--- config.mk ---
export PLATFORM = sky130hd
export DESIGN_NAME = lane_controller_flat
export DESIGN_NICKNAME = d
export VERILOG_FILES = /design/src/rtl/lane_controller_if.sv /design/src/rtl/lane_controller.sv /design/src/flat_wrapper.sv
export SDC_FILE = /design/constraint.sdc
export NUM_CORES = 1
export LEC_CHECK = 0
export ABC_AREA = 0
export CAP_MARGIN = 20
export CORE_MARGIN = 2
export CORE_UTILIZATION = 40
export DETAILED_ROUTE_END_ITERATION = 8
export GPL_TIMING_DRIVEN = 0
export PLACE_DENSITY_LB_ADDON = 0.1
export SETUP_SLACK_MARGIN = 0.05
export SYNTH_ARGS = -nofsm -noshare
export SYNTH_HDL_FRONTEND = slang
export SYNTH_SLANG_ARGS = --single-unit
--- constraint.sdc ---
create_clock -name fast_hz -period 2.94 [get_ports fast_hz]
set_input_delay 0.294 -clock fast_hz [delete_from_list [all_inputs] [get_ports fast_hz]]
set_output_delay 0.294 -clock fast_hz [all_outputs]
set_load 0.005 [all_outputs]
--- src/rtl/lane_controller_if.sv ---
// Tilt-in / lane-out signal bundle for lane_controller.
// The controller takes the slave modport; the debouncer/game side takes the master.
interface lane_controller_if;
    logic       btnL;
    logic       btnR;
    logic [1:0] lane;
    logic       move_pulse;
    logic       move_dir;
    logic       bump_pulse;

    modport master (
        output btnL, btnR,
        input  lane, move_pulse, move_dir, bump_pulse
    );

    modport slave (
        input  btnL, btnR,
        output lane, move_pulse, move_dir, bump_pulse
    );
endinterface

--- src/rtl/lane_controller.sv ---
// Turns debounced btnL/btnR tilt levels into one lane move per gesture.
// Optional auto-repeat while a tilt is held: define AUTO_REPEAT_EN.
module lane_controller #(
    parameter int NUM_LANES     = 3,
    parameter int START_LANE    = 1,
    parameter int STABLE_CYCLES = 16,
    parameter int REPEAT_CYCLES = 50000000
) (
    input  logic              fast_hz,
    input  logic              rst,
    lane_controller_if.slave  bus
);
    typedef enum logic [1:0] {REQ_NONE, REQ_LEFT, REQ_RIGHT} req_t;
    typedef enum logic [1:0] {IDLE, HELD_L, HELD_R} state_t;

    localparam logic [1:0]  LP_LAST   = 2'(NUM_LANES - 1);
    localparam logic [1:0]  LP_START  = 2'(START_LANE);
    localparam logic [15:0] LP_STABLE = 16'(STABLE_CYCLES);

    if (NUM_LANES < 2 || NUM_LANES > 4 || START_LANE < 0 || START_LANE >= NUM_LANES ||
        STABLE_CYCLES < 1 || STABLE_CYCLES > 65535 ||
        REPEAT_CYCLES < 1 || REPEAT_CYCLES > 67108863) begin : g_bad_params
        $error("lane_controller: parameter out of legal range");
    end

    req_t        w_raw;
    req_t        r_prev;
    logic [15:0] r_cnt;
    logic [15:0] w_cnt_next;
    logic        w_accept;
    state_t      r_state;
    state_t      w_state_next;
    logic        w_act;
    logic        w_act_right;
    logic [1:0]  r_lane;
    logic        r_move_pulse;
    logic        r_bump_pulse;
    logic        r_move_dir;

    always_comb begin
        w_raw = REQ_NONE;
        if (bus.btnL && !bus.btnR)
            w_raw = REQ_LEFT;
        else if (bus.btnR && !bus.btnL)
            w_raw = REQ_RIGHT;
    end

    // Acceptance is decided on the edge that takes the STABLE_CYCLES-th identical sample.
    always_comb begin
        if (w_raw != r_prev)
            w_cnt_next = 16'd1;
        else if (r_cnt == '1)
            w_cnt_next = r_cnt;
        else
            w_cnt_next = r_cnt + 16'd1;
        w_accept = (w_cnt_next == LP_STABLE);
    end

    always_ff @(posedge fast_hz or posedge rst) begin
        if (rst) begin
            r_prev <= REQ_NONE;
            r_cnt  <= '0;
        end else begin
            r_prev <= w_raw;
            r_cnt  <= w_cnt_next;
        end
    end

    always_ff @(posedge fast_hz or posedge rst) begin
        if (rst)
            r_state <= IDLE;
        else
            r_state <= w_state_next;
    end

    always_comb begin
        w_state_next = r_state;
        if (w_accept) begin
            case (w_raw)
                REQ_LEFT:  w_state_next = HELD_L;
                REQ_RIGHT: w_state_next = HELD_R;
                default:   w_state_next = IDLE;
            endcase
        end
    end

`ifdef AUTO_REPEAT_EN
    localparam logic [25:0] LP_REP_LAST = 26'(REPEAT_CYCLES - 1);

    logic [25:0] r_rep;
    logic        w_rep_hit;

    assign w_rep_hit = (r_state != IDLE) && (w_state_next == r_state) &&
                       (r_rep == LP_REP_LAST);

    always_ff @(posedge fast_hz or posedge rst) begin
        if (rst)
            r_rep <= '0;
        else if (w_state_next != r_state || w_state_next == IDLE || w_rep_hit)
            r_rep <= '0;
        else
            r_rep <= r_rep + 26'd1;
    end
`endif

    always_comb begin
        w_act       = (w_state_next != r_state) && (w_state_next != IDLE);
        w_act_right = (w_state_next == HELD_R);
`ifdef AUTO_REPEAT_EN
        if (w_rep_hit)
            w_act = 1'b1;
`endif
    end

    always_ff @(posedge fast_hz or posedge rst) begin
        if (rst) begin
            r_lane       <= LP_START;
            r_move_pulse <= 1'b0;
            r_bump_pulse <= 1'b0;
            r_move_dir   <= 1'b0;
        end else begin
            r_move_pulse <= 1'b0;
            r_bump_pulse <= 1'b0;
            if (w_act) begin
                r_move_dir <= w_act_right;
                if (w_act_right) begin
                    if (r_lane != LP_LAST) begin
                        r_lane       <= r_lane + 2'd1;
                        r_move_pulse <= 1'b1;
                    end else begin
                        r_bump_pulse <= 1'b1;
                    end
                end else begin
                    if (r_lane != 2'd0) begin
                        r_lane       <= r_lane - 2'd1;
                        r_move_pulse <= 1'b1;
                    end else begin
                        r_bump_pulse <= 1'b1;
                    end
                end
            end
        end
    end

    assign bus.lane       = r_lane;
    assign bus.move_pulse = r_move_pulse;
    assign bus.bump_pulse = r_bump_pulse;
    assign bus.move_dir   = r_move_dir;
endmodule

--- src/flat_wrapper.sv ---
// flat-port wrapper written by rule: the top's interface ports become plain ports
module lane_controller_flat 
#(
    parameter int NUM_LANES     = 3,
    parameter int START_LANE    = 1,
    parameter int STABLE_CYCLES = 16,
    parameter int REPEAT_CYCLES = 50000000
)
  (fast_hz, rst, bus_btnL, bus_btnR, bus_lane, bus_move_pulse, bus_move_dir, bus_bump_pulse);
  lane_controller_if bus_i ();
  input  logic fast_hz;
  input  logic rst;
  input wire logic [$bits(bus_i.btnL)-1:0] bus_btnL;
  input wire logic [$bits(bus_i.btnR)-1:0] bus_btnR;
  output wire logic [$bits(bus_i.lane)-1:0] bus_lane;
  output wire logic [$bits(bus_i.move_pulse)-1:0] bus_move_pulse;
  output wire logic [$bits(bus_i.move_dir)-1:0] bus_move_dir;
  output wire logic [$bits(bus_i.bump_pulse)-1:0] bus_bump_pulse;
  assign bus_i.btnL = bus_btnL;
  assign bus_i.btnR = bus_btnR;
  assign bus_lane = bus_i.lane;
  assign bus_move_pulse = bus_i.move_pulse;
  assign bus_move_dir = bus_i.move_dir;
  assign bus_bump_pulse = bus_i.bump_pulse;
  lane_controller #(.NUM_LANES(NUM_LANES), .START_LANE(START_LANE), .STABLE_CYCLES(STABLE_CYCLES), .REPEAT_CYCLES(REPEAT_CYCLES)) u_core (.fast_hz(fast_hz), .rst(rst), .bus(bus_i));
endmodule
==> results.toml, run 1 <==
[min_path]
hold_path.class = "in -> async"

[global_routing]
overflow = 0
grt_start_max_net_pins = 26
antenna_found_initial = 0
grt_use_total = 0.176
grt_pass1_vias = 1168
grt_pass1_wl_mm = 5.66

[floorplanning]
placementRows = 21
chipHeight_um = 64.2
core_um2 = 3420
die_x_um = 64.2
dieArea_um2 = 4130
initial_core_util = 0.425
io_pins = 9

[route]
drtIter0Drc = 120
drtAntennaViolNets = 0
firstDrtPassIters = 4
drc = 0
routed_via_density = 5.76
wl_per_cell_um = 14.9
vias = 1274
finalWirelength_mm = 3.30

[synth]
syn_area_um2 = 1450
synth_top_area_frac = 0.414
synthCells = 156
yosysMostFrequentCell = "dfrtp_1"
yosysUniqueCellTypes = 45
synth_area_leaders = "dfrtp_1 41%, nor2_1 4.4%, nand3_1 3.4%"
synth_area_leader_cell = "dfrtp_1"
synthTopCellsByCount = "24 x dfrtp_1, 17 x nor2_1, 13 x nand2_1, 10 x nand3_1, 7 x nor3_1"
synth_ff_type = "dfrtp_1"
synth_edf_count = 0
synth_warnings = 0
ys_seq_area_frac = 0.432
syn-num-nets = 161
async_flop_share = 1.00
ys_ff_latch = 25
syn_area_per_cell_um2 = 9.30

[cts]
cts_tree = "yes"
cts_hold_buf = 0
clock_path_buffers = 2
htree_levels = 1
cts_sinks = 25
clkTransAtPathRegs_ns = 0.14
root_buffer = "clkbuf_4"
clock_latency_ns = 0.34
cts_buffers = 3

[layout]
seq_area_um2 = 627
multi_input_area_um2 = 773
nFillCells = 336
diodes = 0
nets = 181
final_layout_size_suffix_gt1_frac = 0.166
stdcell_count = 221
area_growth_pct = 18.4

[sta]
timing.slew.headroom = 0.675
finalMaxSlewViolations = 0
grt_setup_unrepaired = "yes"
timing.final.ws_setup_ns = 0.126
tightest_slew_ns = 0.482
clock_skew_ns = 0.0122
max_freq_mhz = 355
setup_viol = 0
timing.final.crit_share = 0.957
hold_slack_ns = 0.164
setup_tns_ns = 0
period_minus_slack_ns = 2.81
finalHoldViolCount = 0

[setup_path]
rr_worst_depth = 9
r2r_end = "u_core.bus.lane[1]$_DFFE_PP0P_"
slowest_stage = "or4_4"
worstPathRequired_ns = 3.15
cp_cell_sequence = "ha_2 > and3_1 > buf_6 > xnor2_1 > or4b_1 > or3_4 > or4_4 > o31ai_4 > o311ai_2"
crit_arrival_ns = 3.02
start_kind = "flip-flop"
timing.rr.start = "u_core.r_cnt[0]$_DFF_PP0_"
crit_path_max_incr_delay_ns = 0.51
criticalPathCategory = "reg -> reg"
cp-end-kind = "flip-flop"
ff2ff_setup_slack_ns = 0.13
critPathMaxFanout = 6

[placed_design]
dp.cells = 210
place_ws_ns = 0.0210
portBuffers = 8
gp_congestion = 0.835
place_hpwl_mm = 2.30

[power]
vdd_ir_drop_max_v = 0.000233
power.total_uw = 603
leakage_nw = 0.680
power_density_nw_per_um2 = 351

[run_status]
outcome = "completed"

[run]
maxCapViolCount = 0
==> registers in the layout, summed over array words and instances, names as in the netlist <==
signal / flops
u_core.r_state: 2
u_core.r_prev: 2
u_core.bus.move_dir: 1
u_core.bus.bump_pulse: 1
u_core.r_cnt: 16
u_core.bus.move_pulse: 1
u_core.bus.lane: 2
==> what timing repair did <==
item,CTS,global route
setup buffers,1,5
gates resized for setup,0,5
pin swaps,0,3
endpoints found under the setup margin,2,6
==> through the flow <==
stage	instance area (um^2)	utilization
floorplan	1450	-
detailed placement	1590	0.465
CTS	1620	0.475
global route	1720	0.503
finish	1720	0.503
global placement	1590	0.465
==> area by class of cell <==
| class | count | area share |
|---|---|---|
| multi-input combinational | 117 | 0.450 |
| sequential | 25 | 0.365 |
| timing repair buffer | 15 | 0.0889 |
| buffer | 10 | 0.0386 |
| tap | 46 | 0.0335 |
| clock buffer | 4 | 0.0153 |
| inverter | 4 | 0.00874 |
==> critical path: cells and delay by family, from the launching register on <==
kind | cells | cell delay (ns)
buffers and inverters | 1 | 0.13
AO/OA/AOI/OAI | 2 | 0.31
flip-flops | 1 | 0.43
AND/OR/NAND/NOR | 4 | 1.48
XOR/XNOR | 1 | 0.12
adder cells (fa/ha/maj) | 1 | 0.21
==> worst max path at each step <==
stage,startpoint,end
floorplan,u_core.r_cnt[0]$_DFF_PP0_,u_core.bus.lane[1]$_DFFE_PP0P_
global placement,bus_btnR,u_core.bus.lane[1]$_DFFE_PP0P_
detailed placement,bus_btnR,u_core.bus.lane[1]$_DFFE_PP0P_
CTS,u_core.r_cnt[1]$_DFF_PP0_,u_core.r_state[0]$_DFF_PP0_
global route,u_core.r_cnt[0]$_DFF_PP0_,u_core.bus.lane[1]$_DFFE_PP0P_
finish,u_core.r_cnt[0]$_DFF_PP0_,u_core.bus.lane[1]$_DFFE_PP0P_
==> per-layer routing <==
metal / up-vias / routed length [um] / global-route usage / share of wire
li1: 610 / - / - / -
met1: 601 / 1590 / 0.270 / 0.48
met2: 51 / 1430 / 0.246 / 0.43
met3: 12 / 198 / 0.0211 / 0.060
met4: 0 / 81 / 0.0745 / 0.025
met5: - / 0 / 0 / 0
==> cells in the final DEF, fill, tap and decap left out, types with 4 or more instances in the layout <==
cell type and instances:
inv_1 4, a21oi_1 5, buf_4 7, nand3_1 10, o21ai_0 4, xnor2_1 5, nand4_1 5, nor2_1 17
clkdlybuf4s50_1 8, xor2_1 5, clkbuf_1 7, nor3_1 7, nand2_1 13, dfrtp_1 24
==> logic make-up (layout without fill, tap and decap cells) <==
logic type | after synthesis | in the layout | synth area share
simple gates | 77 | 77 | 0.289
compound gates | 26 | 26 | 0.132
flops | 25 | 25 | 0.432
buf+inv | 14 | 33 | 0.0560
xor+xnor | 10 | 10 | 0.0603
mux | 3 | 3 | 0.0224
fa+ha+maj | 1 | 1 | 0.00862
==> where the power goes <==
| part | switching (mW) | leakage (nW) | internal, mW |
|---|---|---|---|
| sequential | 0.00893 | 0.334 | 0.353 |
| clock | 0.109 | 0.0150 | 0.0534 |
| combinational | 0.0430 | 0.331 | 0.0358 |
| total | 0.161 | 0.680 | 0.442 |
(Power assumes the default switching activity.)
==> run 2: changes to the inputs <==
--- a/config.mk
+++ b/config.mk
@@ -9,8 +9,11 @@
 export CAP_MARGIN = 20
 export CORE_MARGIN = 2
 export CORE_UTILIZATION = 40
+export CTS_CLUSTER_DIAMETER = 120
 export DETAILED_ROUTE_END_ITERATION = 8
+export GPL_ROUTABILITY_DRIVEN = 0
 export GPL_TIMING_DRIVEN = 0
+export MAX_ROUTING_LAYER = met4
 export PLACE_DENSITY_LB_ADDON = 0.1
 export SETUP_SLACK_MARGIN = 0.05
 export SYNTH_ARGS = -nofsm -noshare
==> results.toml, run 2 (synthesized netlist as in run 1, its figures left out) <==
[route]
drc = 0
finalWirelength_mm = 3.29
drtAntennaViolNets = 0
drtIter0Drc = 101
vias = 1268
firstDrtPassIters = 4
wl_per_cell_um = 14.9
routed_via_density = 5.74

[floorplanning]
placementRows = 21
core_um2 = 3420
initial_core_util = 0.425
chipHeight_um = 64.2
die_x_um = 64.2
dieArea_um2 = 4130
io_pins = 9

[global_routing]
use_met1 = 0.267
grt_start_max_net_pins = 26
grt_use_met2 = 0.249
met3_usage = 0.0211
grt_pass1_vias = 1173
busiest_layer = "met1"
grt_pass1_wl_mm = 5.62
antenna_found_initial = 0
grt_use_total = 0.180
overflow = 0

[setup_path]
path_buf_inv = 1
worstPathRequired_ns = 3.15
slowest_stage = "or4_4"
crit_arrival_ns = 3.02
timing.rr.start = "u_core.r_cnt[0]$_DFF_PP0_"
path_depth = 9
criticalPathCategory = "reg -> reg"
rr_worst_depth = 9
critPathMaxFanout = 6
cp-end-kind = "flip-flop"
start_kind = "flip-flop"
cp_cell_sequence = "ha_2 > and3_1 > buf_6 > xnor2_1 > or4b_1 > or3_4 > or4_4 > o31ai_4 > o311ai_2"
cp_top_family = "simple AND/OR/NAND/NOR gates"
ff2ff_setup_slack_ns = 0.12
crit_path_max_incr_delay_ns = 0.51
r2r_end = "u_core.bus.lane[1]$_DFFE_PP0P_"

[placed_design]
portBuffers = 8
place_hpwl_mm = 2.30

[power]
comb_power_share = 0.132
switching_share = 0.264
power_density_nw_per_um2 = 350
seq_power_share = 0.602
internal_power_uw = 442
power.total_uw = 600
p_switching_uw = 159
leakage_nw = 0.680
clkPwrFrac = 0.266
vdd_ir_drop_max_v = 0.000234

[sta]
period_minus_slack_ns = 2.82
clock_skew_ns = 0.0141
finalMaxSlewViolations = 0
setup_tns_ns = 0
timing.final.crit_share = 0.958
timing.slew.headroom = 0.673
grt_setup_unrepaired = "yes"
finalHoldViolCount = 0
tightest_slew_ns = 0.486
max_freq_mhz = 355
setup_viol = 0

[layout]
final_layout_size_suffix_gt1_frac = 0.166
area_growth_pct = 18.4
top_register = "u_core.r_cnt"
nets = 181
largest_reg_flops = 16
diodes = 0
final_cell_mix = "24 x dfrtp_1, 17 x nor2_1, 13 x nand2_1"
final_common_cell = "dfrtp_1"

[cts]
root_buffer = "clkbuf_4"
htree_levels = 1
clock_path_buffers = 2
cts_sinks = 25
cts_buffers = 3
cts_tree = "yes"
clock_latency_ns = 0.34
clkTransAtPathRegs_ns = 0.14

[min_path]
hold_path.class = "in -> async"

[run_status]
outcome = "completed"

[run]
maxCapViolCount = 0
## run 2: cell counts in the layout (fill, tap and decap cells not counted)
Identical to the previous run, type by type.
## run 2: repair_timing
| action | CTS | global route |
|---|---|---|
| buffers inserted | 1 | 5 |
| hold buffers | 0 | 0 |
| pin swaps | 0 | 3 |
| setup endpoints to repair | 2 | 6 |
| gates resized for setup | 0 | 5 |
## run 2: worst max-delay path by stage
stage,from,to,slack [ns]
2_1_floorplan,u_core.r_cnt[0]$_DFF_PP0_,u_core.bus.lane[1]$_DFFE_PP0P_,0.22
3_3_place_gp,bus_btnR,u_core.bus.lane[1]$_DFFE_PP0P_,0.08
3_5_place_dp,bus_btnR,u_core.bus.lane[1]$_DFFE_PP0P_,0.02
4_1_cts,u_core.r_cnt[1]$_DFF_PP0_,u_core.r_state[0]$_DFF_PP0_,0.08
5_1_grt,u_core.r_cnt[0]$_DFF_PP0_,u_core.bus.lane[1]$_DFFE_PP0P_,0.04
6_report,u_core.r_cnt[0]$_DFF_PP0_,u_core.bus.lane[1]$_DFFE_PP0P_,0.12
## run 2: worst register-to-register path, cell delays in order, from the launching register on
cell and delay (ns):
dfrtp_1 0.43, ha_2 0.21, and3_1 0.15, buf_6 0.13
xnor2_1 0.12, or4b_1 0.47, or3_4 0.35, or4_4 0.51
o31ai_4 0.19, o311ai_2 0.12
## run 2: per-stage QoR
step | utilization | hold WS, ns | cell area (um^2) | setup WS [ns] | std cells
2_1_floorplan | - | 0.321 | 1450 | 0.219 | 156
3_3_place_gp | 0.465 | 0.474 | 1590 | 0.0789 | 210
3_5_place_dp | 0.465 | 0.480 | 1590 | 0.0210 | 210
4_1_cts | 0.475 | 0.511 | 1620 | 0.0805 | 215
5_1_grt | 0.503 | 0.155 | 1720 | 0.0429 | 221
6_report | 0.503 | 0.167 | 1720 | 0.124 | 221
## run 2: layout make-up
type | instances | area, um^2
Buffer | 10 | 66.3
Timing Repair Buffer | 15 | 153
Tap cell | 46 | 57.6
Clock buffer | 4 | 26.3
Inverter | 4 | 15.0
Fill cell | 336 | 1700
Sequential cell | 25 | 627
Multi-Input combinational cell | 117 | 773
## run 2: layer usage
metal  routed length (um)  part of all wire
met2                 1450              0.44
met3                  206             0.063
met1                 1560              0.47
met4                   77             0.023
met5                    0                 0
## run 2: power by group through the flow
stage                     Combinational, mW  Clock (mW)  Sequential, mW
after detailed placement             0.0616           0           0.369
final                                0.0790       0.160           0.362
after global placement               0.0603           0           0.369
after CTS                            0.0658       0.166           0.362
after floorplan                      0.0442           0           0.367
after global routing                 0.0887       0.183           0.363
==> run 3: changes to the inputs <==
--- a/config.mk
+++ b/config.mk
@@ -6,8 +6,6 @@
 export NUM_CORES = 1
 export LEC_CHECK = 0
 export ABC_AREA = 0
-export CAP_MARGIN = 20
-export CORE_MARGIN = 2
 export CORE_UTILIZATION = 40
 export CTS_CLUSTER_DIAMETER = 120
 export DETAILED_ROUTE_END_ITERATION = 8
==> constraint.sdc (replaced) <==
create_clock -name fast_hz -period 2.94 [get_ports fast_hz]
set_input_delay 0.441 -clock fast_hz [delete_from_list [all_inputs] [get_ports fast_hz]]
set_output_delay 0.441 -clock fast_hz [all_outputs]
set_load 0.005 [all_outputs]
==> results.toml, run 3 (synthesized netlist as in run 1, its figures left out) <==
[global_routing]
grt_pass1_wl_mm = 5.34
grt_start_max_net_pins = 26
grt_pass1_vias = 1099
grt_use_total = 0.179
antenna_found_initial = 0
overflow = 0

[sta]
clock_skew_ns = 0.00771
period_minus_slack_ns = 2.80
finalHoldViolCount = 0
max_freq_mhz = 357
finalMaxSlewViolations = 0
setup_viol = 0
hold_slack_ns = 0.514
timing.slew.headroom = 0.360
tightest_slew_ns = 0.958
grt_setup_unrepaired = "no"
setup_tns_ns = 0
timing.final.crit_share = 0.953

[cts]
htree_levels = 1
clkTransAtPathRegs_ns = 0.14
cts_sinks = 25
cts_buffers = 3
clock_path_buffers = 2
clock_latency_ns = 0.33
root_buffer = "clkbuf_4"
cts_tree = "yes"

[run]
maxCapViolCount = 0

[setup_path]
crit_arrival_ns = 3.02
slowest_stage = "or4_4"
ff2ff_setup_slack_ns = 0.14
start_kind = "flip-flop"
crit_path_max_incr_delay_ns = 0.54
startpoint = "u_core.r_cnt[0]$_DFF_PP0_"
critPathMaxFanout = 6
worstPathRequired_ns = 3.15
rr_worst_depth = 8
cp_cell_sequence = "ha_4 > and3_4 > xnor2_2 > or4b_1 > or3_4 > or4_4 > o31ai_4 > o311ai_1"
critPathCapture = "u_core.bus.lane[1]$_DFFE_PP0P_"
criticalPathCategory = "reg -> reg"
r2r_end = "u_core.bus.lane[1]$_DFFE_PP0P_"
timing.rr.start = "u_core.r_cnt[0]$_DFF_PP0_"
cp-end-kind = "flip-flop"

[layout]
diodes = 0
seq_area_um2 = 629
nFillCells = 332
final_common_cell = "dfrtp_1"
final_layout_size_suffix_gt1_frac = 0.174
final_cell_mix = "22 x dfrtp_1, 17 x nor2_1, 13 x nand2_1"
top_register = "u_core.r_cnt"
nets = 178
multi_input_area_um2 = 788
largest_reg_flops = 16
area_growth_pct = 16.5

[route]
drtIter0Drc = 46
routed_via_density = 5.57
vias = 1214
drc = 0
wl_per_cell_um = 14.6
drtAntennaViolNets = 0
finalWirelength_mm = 3.17
firstDrtPassIters = 4

[floorplanning]
initial_core_util = 0.425
chipHeight_um = 62.2
io_pins = 9
die_x_um = 62.2
placementRows = 21
dieArea_um2 = 3870
core_um2 = 3420

[power]
leakage_nw = 0.657
vdd_ir_drop_max_v = 0.000166
power_density_nw_per_um2 = 356

[placed_design]
place_hpwl_mm = 2.21
portBuffers = 8

[run_status]
outcome = "completed"

[min_path]
hold_path.class = "reg -> reg"
-- run 3: repair_timing --
item / CTS / global route
setup endpoints to repair: 0 / 5
hold buffers: 0 / 0
resized for setup: 0 / 9
buffers inserted: 0 / 5
-- run 3: worst max-delay path: cells and delay by family, from the launching register on --
kind | cells | cell delay (ns)
XOR/XNOR | 1 | 0.13
flip-flops | 1 | 0.47
adder cells (fa/ha/maj) | 1 | 0.18
AO/OA/AOI/OAI | 2 | 0.30
AND/OR/NAND/NOR | 4 | 1.61
-- run 3: metrics by stage --
stage	total power, mW	util	instance area, um^2	setup WS [ns]	cells
2_1_floorplan	0.411	-	1450	0.219	156
3_5_place_dp	0.431	0.465	1590	-0.115	210
4_1_cts	0.589	0.473	1620	0.0686	214
6_report	0.602	0.495	1690	0.137	218
3_3_place_gp	0.429	0.465	1590	-0.0678	210
5_1_grt	0.634	0.495	1690	0.0617	218
-- run 3: final cells by class --
type	count	share of cell area
Tap cell	46	0.0340
Buffer	9	0.0326
Timing Repair Buffer	13	0.0696
Clock buffer	3	0.0133
Multi-Input combinational cell	117	0.466
Sequential cell	25	0.372
Inverter	4	0.00888
Clock inverter	1	0.00296
-- run 3: worst min-delay path by stage --
stage                     cells past startpoint                               to                            start  slack (ns)
after global placement                        1  u_core.bus.move_dir$_DFFE_PP0P_  u_core.bus.move_dir$_DFFE_PP0P_        0.47
after detailed placement                      1  u_core.bus.move_dir$_DFFE_PP0P_  u_core.bus.move_dir$_DFFE_PP0P_        0.48
after floorplan                               1  u_core.bus.bump_pulse$_DFF_PP0_                              rst        0.47
final                                         1  u_core.bus.move_dir$_DFFE_PP0P_  u_core.bus.move_dir$_DFFE_PP0P_        0.51
after global routing                          1  u_core.bus.move_dir$_DFFE_PP0P_  u_core.bus.move_dir$_DFFE_PP0P_        0.55
after CTS                                     1  u_core.bus.move_dir$_DFFE_PP0P_  u_core.bus.move_dir$_DFFE_PP0P_        0.51
-- run 3: metal layers --
layer,track usage,vias up,part of all wire
li1,-,606,-
met1,0.261,576,0.52
met2,0.255,27,0.44
met3,0.0239,5,0.034
met4,0.0552,0,0.011
met5,-,-,0
-- run 3: report_power, final --
group	switching (mW)	internal [mW]	total, mW
combinational	0.0409	0.0359	0.0768
sequential	0.0127	0.353	0.366
clock	0.108	0.0511	0.159
total	0.161	0.440	0.602
